<file path="src/rtl/eqgen_pkg.sv">
// eqgen_pkg: shared types and constants for the equation generator.
//   state_t   - generator FSM states
//   DATA_W    - width of all data outputs
//   QBITS     - width of the quotients q1/q2
//   LFSR_TAPS - feedback taps (bits 7,5,4,3) of the 8-bit Fibonacci LFSR
//   ZERO_SEED - substitute for the illegal all-zero LFSR state
package eqgen_pkg;
    localparam int DATA_W = 8;
    localparam int QBITS = 3;
    localparam logic [DATA_W-1:0] LFSR_TAPS = 8'hB8;
    localparam logic [DATA_W-1:0] ZERO_SEED = 8'h01;
    typedef enum logic [2:0] {IDLE, PICK_Z, PICK_Q1, PICK_Q2, CALC, OFFER} state_t;
endpackage

</file>
<file path="src/rtl/lfsr8.sv">
// lfsr8: free-running 8-bit Fibonacci LFSR (shift left) with reseed.
//   Clock, Reset     - clock, synchronous active-high reset (loads SEED)
//   SeedLoad, SeedIn - reseed this cycle; overrides the advance, 0 maps to ZERO_SEED
//   pick_bits        - low 2*QBITS bits of the current (pre-edge) LFSR state
module lfsr8
    import eqgen_pkg::*;
#(
    parameter logic [DATA_W-1:0] SEED = 8'hA5
) (
    input  logic                 Clock,
    input  logic                 Reset,
    input  logic                 SeedLoad,
    input  logic [DATA_W-1:0]    SeedIn,
    output logic [2*QBITS-1:0]   pick_bits
);
    logic [DATA_W-1:0] value;

    always_ff @(posedge Clock) begin
        if (Reset)
            value <= (SEED == '0) ? ZERO_SEED : SEED;
        else if (SeedLoad)
            value <= (SeedIn == '0) ? ZERO_SEED : SeedIn;
        else
            value <= {value[DATA_W-2:0], ^(value & LFSR_TAPS)};
    end

    assign pick_bits = value[2*QBITS-1:0];
endmodule

</file>
<file path="src/rtl/equation_generator.sv">
// equation_generator: picks a random divisor Z and quotients q1/q2, offers
// X=q1*Z, Y=q2*Z, Z and TargetOut=q1*q1+q2 on a valid/ready handshake.
//   Clock, Reset     - clock, synchronous active-high reset
//   SeedLoad, SeedIn - reseed the LFSR (0 maps to 8'h01)
//   Start            - request a new equation, honoured in IDLE only
//   Ready, Valid     - consumer handshake; outputs stable while Valid
//   Busy             - generator not idle
//   XOut, YOut, ZOut, TargetOut - the offered equation
module equation_generator
    import eqgen_pkg::*;
#(
    parameter logic [DATA_W-1:0] SEED = 8'hA5
) (
    input  logic              Clock,
    input  logic              Reset,
    input  logic              SeedLoad,
    input  logic [DATA_W-1:0] SeedIn,
    input  logic              Start,
    input  logic              Ready,
    output logic              Valid,
    output logic              Busy,
    output logic [DATA_W-1:0] XOut,
    output logic [DATA_W-1:0] YOut,
    output logic [DATA_W-1:0] ZOut,
    output logic [DATA_W-1:0] TargetOut
);
    state_t state;
    logic [2*QBITS-1:0] lfsr;
    logic [3:0] z;
    logic [QBITS-1:0] q1;
    logic [QBITS-1:0] q2;

    lfsr8 #(.SEED(SEED)) u_lfsr (
        .Clock(Clock),
        .Reset(Reset),
        .SeedLoad(SeedLoad),
        .SeedIn(SeedIn),
        .pick_bits(lfsr)
    );

    always_ff @(posedge Clock) begin
        if (Reset) begin
            state <= IDLE;
            z <= '0;
            q1 <= '0;
            q2 <= '0;
            XOut <= '0;
            YOut <= '0;
            ZOut <= '0;
            TargetOut <= '0;
        end else begin
            case (state)
                IDLE: if (Start) state <= PICK_Z;
                // A zero divisor is rejected; the LFSR moves on, so retry next cycle.
                PICK_Z: if (lfsr[3:0] != '0) begin
                    z <= lfsr[3:0];
                    state <= PICK_Q1;
                end
                PICK_Q1: begin
                    q1 <= lfsr[QBITS-1:0];
                    state <= PICK_Q2;
                end
                PICK_Q2: begin
                    q2 <= lfsr[2*QBITS-1:QBITS];
                    state <= CALC;
                end
                CALC: begin
                    XOut <= DATA_W'(q1) * DATA_W'(z);
                    YOut <= DATA_W'(q2) * DATA_W'(z);
                    ZOut <= DATA_W'(z);
                    TargetOut <= DATA_W'(q1) * DATA_W'(q1) + DATA_W'(q2);
                    state <= OFFER;
                end
                OFFER: if (Ready) state <= IDLE;
                default: state <= IDLE;
            endcase
        end
    end

    assign Valid = (state == OFFER);
    assign Busy = (state != IDLE);
endmodule

</file>
<file path="config.mk">
export PLATFORM = sky130hd
export DESIGN_NAME = equation_generator
export DESIGN_NICKNAME = d
export VERILOG_FILES = /design/src/rtl/eqgen_pkg.sv /design/src/rtl/lfsr8.sv /design/src/rtl/equation_generator.sv
export SDC_FILE = /design/constraint.sdc
export NUM_CORES = 1
export LEC_CHECK = 0
export CAP_MARGIN = 20
export CORE_AREA = 8 8 77 92
export CTS_BUF_LIST = sky130_fd_sc_hd__clkbuf_16
export DETAILED_ROUTE_END_ITERATION = 6
export DIE_AREA = 0 0 85 100
export HOLD_SLACK_MARGIN = 0.03
export PLACE_DENSITY_LB_ADDON = 0.25
export RECOVER_POWER = 50
export SYNTH_ARGS = -nofsm -noshare
export SYNTH_HDL_FRONTEND = slang
export SYNTH_SLANG_ARGS = --single-unit
</file>
<file path="constraint.sdc">
create_clock -name Clock -period 2.6 [get_ports Clock]
set_input_delay 0.65 -clock Clock [delete_from_list [all_inputs] [get_ports Clock]]
set_output_delay 0.65 -clock Clock [all_outputs]
set_load 0.1 [all_outputs]
</file>
==> metrics.sh <==
SLOWEST_DELAY_PS=470
NUM_VIAS=1977
YOSYSTOPAREACELL='dfxtp_1'
CTS_MADE_BUFFERS=5
TIMING.CRITICAL_PATH.REQUIRED_PS=2770
DIE_AREA_UM2=8500
ROOT_BUFFER='clkbuf_16'
FINAL-SETUP-VIOL-COUNT=0
POST_CTS_RESIZED=0
HORIZONTAL_EXTENT_OF_THE_DIE_UM=85
HPWL_REPORTED_AT_THE_END_OF_DETAILED_PLACEMENT_UM=3950
CLK_PATH_BUF_DEPTH=2
WORSTSETUPSTARTPOINTTYPE='register'
CTS_HOLD_REPAIR.BUFFERS=0
FLOORPLAN.DIE.HEIGHT_UM=100
INITIAL_CORE_UTILIZATION_PCT=43.6
GRT_PASS1_VIAS=1978
FINAL_MAX_SLEW_VIOL_COUNT=0
DATA_ARRIVAL_TIME_OF_THE_WORST_PATH_PS=2490
GRT_START_MAX_NET_PINS=29
CRIT_PATH_MAX_FANOUT=9
TIMING.HOLD.WORST.CLASS='register to register'
SLEW-LIMIT-HEADROOM_PCT=21.8
SYNTH-SEQ-AREA-SHARE_PCT=37.8
MAX_SLEW.WORST_PIN.SLEW_PS=1180
RESULT_OF_THE_RUN='finished clean'
POSTLAYOUTCOREUTIL_PCT=51.8
SYNTH_WARNINGS=0
REGISTER_AREA_UM2=921
PLACED_CELLS_INCL_TAPS=375
CLK_LATENCY_PS=280
CAP_VIOLATIONS=0
ANTENNA_CELLS=0
GRT_SETUP_UNREPAIRED='no'
FILLERS=561
OVERALL_POWER_mW=1.64
SYN_TO_FINAL_GROWTH_PCT=18.7
MAX_FREQ_MHz=431
CRIT_CHAIN='and2_1, fa_1, ha_1, fa_1, a21o_1, a211oi_1, nor3_1'
SYNTH_AREA_PER_CELL_UM2=8.74
DRC=0
GRT_PASS1_WL_UM=9010
CORE-AREA_UM2=5590
TRITONCTS='yes'
FIN_CRIT_PS=2320
FINALHOLDVIOLATIONS=0
SYNTH_AREA_LEADERS='dfxtp_1 (38%), ha_1 (8.7%), nand2_1 (6.2%)'
YOSYS_REGISTER_BITS=46
WORST-SETUP-PATH-TYPE='register to register'
SYNTH_CELL_TYPE_COUNT=36
FINALWORSTSETUPSLACK_PS=279
CRIT_PATH_CAPTURE_TYPE='register'
GRT_USE_TOTAL_PCT=13.0
FRACTION_OF_THE_CYCLE_THE_FINAL_WORST_PATH_NEEDS_PCT=89.3
POSTSYNTHCELLCOUNT=279
SYNTH_TOP_AREA_SHARE_PCT=37.8
HOLD-WORST-SLACK_PS=441
ITERATION_0_DRC_MARKERS=73
CELL_AREA_SYNTH_UM2=2440
PATH_DELAY_FAMILY='adder cells'
NUMBER_OF_ANTENNA_VIOLATIONS_AT_THE_FIRST_CHECK_IN_GLOBAL_ROUTING=0
MULTIINPUTGATEAREA_UM2=1400
PLACED_CELL_AREA_UM2=2820
PEAKVDDDROP_V=0.000385
PORT_BUFFERS=39
CLKSLEWWORSTSETUPHOLDPATHS_PS=60
CRITICAL-PATH-SLOWEST-CELL='dfxtp_1'
POST_CTS_BUFFERS=0
POWERDENSITY_nW_PER_UM2=566
POST-ROUTE-CELL-AREA_UM2=2900
NUMBER_OF_NETS_IN_THE_LAYOUT=354
DRTANTENNAVIOLNETS=0
DRT_PRE_ANTENNA_ITERS=4
FIN_SKEW_PS=4.67
TOTALNEGATIVESETUPSLACK_PS=0
DRT-VIAS-PER-INSTANCE=5.16
CRIT_TOP_CELL='fa_1'
GP_ROUTABILITY_CONGESTION=0.840
STDCELL_COUNT=383
CELLLEAKAGEPOWER_nW=1.25
PATH_BUF_INV=0
GRT.OVERFLOW.TOTAL=0
CTS_SINKS=46
CTS.HTREE.LEVELS=2
I_O_PINS=47
FLOORPLAN.ROWS=30
LAYOUT_CELL_SHARE_WITH_DRIVE_STRENGTH_BEYOND_1_PCT=8.78
ROUTED_WIRE_LENGTH_PER_INSTANCE_UM=13.7
FINALWIRELENGTH_UM=5250
PRE_CTS_WS_PS=268
==> logic make-up after synthesis <==
| group | Yosys count | share of synthesized area, % |
|---|---|---|
| AOI/OAI and AO/OA | 47 | 11.9 |
| DFF | 46 | 37.8 |
| buffers and inverters | 29 | 5.59 |
| adders and majority gates | 23 | 13.6 |
| and+or+nand+nor | 117 | 24.7 |
| xor gates and xnor gates | 6 | 2.15 |
| other | 1 | 0.154 |
| muxes | 10 | 4.10 |
==> worst reg2reg max path, stage by stage (launching register included) <==
cell and delay, ps:
dfxtp_1 470, and2_1 200, fa_1 420, ha_1 230
fa_1 400, a21o_1 190, a211oi_1 220, nor3_1 70
==> final timing paths <==
kind,slack [ps],from,endpoint,cells past startpoint
worst max-delay path,280,q1[0]$_SDFFE_PP0N_,XOut[6]$_SDFFE_PP0N_,7
worst min-delay path,440,u_lfsr.value[6]$_SDFF_PP0_,u_lfsr.value[7]$_SDFF_PP1_,1
worst min register to register,440,u_lfsr.value[6]$_SDFF_PP0_,u_lfsr.value[7]$_SDFF_PP1_,1
worst max register to register,280,q1[0]$_SDFFE_PP0N_,XOut[6]$_SDFFE_PP0N_,7
==> metal layers <==
layer,GRT usage [%],vias to the layer above,share of wire [%]
li1,-,1020,-
met1,14.3,909,44
met2,22.5,39,49
met3,3.92,9,5.7
met4,5.36,0,1.8
met5,0,-,0
==> synth_stat cells, drive strengths merged <==
master and number:
xnor2 6, nor3b 5, clkbuf 15, or3b 3
and2 18, o21ai 5, a2111oi 1, a211o 4
a31oi 1, nor3 3, a2111o 2, nand3b 5
nand2 40, nor2 19, or3 1, conb 1
a211oi 7, mux2i 10, nand2b 1, nand4 2
nor4 2, nand3 8, nor2b 7, nand4b 1
buf 7, fa 6, a21o 2, ha 17
dfxtp 46, or4 1, a21oi 25, inv 7
and3b 1
==> final cells by class <==
class / instances / area share, %
inverter: 7 / 0.908
sequential: 46 / 31.8
clock inverter: 3 / 0.432
multi-input combinational: 210 / 48.5
clock buffer: 5 / 4.32
tap: 64 / 2.77
timing repair buffer: 48 / 11.3
==> sequential cells by signal (all words and copies together), names as in the netlist <==
register      flops
u_lfsr.value      8
state             3
q2                3
TargetOut         7
XOut              7
q1                3
YOut              7
ZOut              4
z                 4
==> placed cells by master (no fill, tap or decap), types with 2 or more instances in the layout <==
master / count
mux2i_1: 10
o21ai_0: 5
clkdlybuf4s50_1: 11
a21oi_1: 25
xnor2_1: 6
a21o_1: 2
a2111o_1: 2
nand2_1: 40
inv_1: 8
fa_1: 6
conb_1: 7
a211o_1: 4
clkbuf_1: 17
nand4_1: 2
and2_1: 18
clkbuf_16: 5
ha_1: 17
nand3b_1: 5
or3b_2: 2
dfxtp_1: 46
buf_4: 19
nor2_1: 19
nor3_1: 3
nor4_1: 2
nor2b_1: 7
nand3_1: 8
nor3b_1: 4
a211oi_1: 7
==> power by group <==
group | total [mW] | internal [mW] | switching (mW)
combinational | 0.261 | 0.0843 | 0.177
sequential | 0.778 | 0.735 | 0.0431
clock | 0.600 | 0.347 | 0.252
No activity file was read; power rests on OpenSTA's default activity.
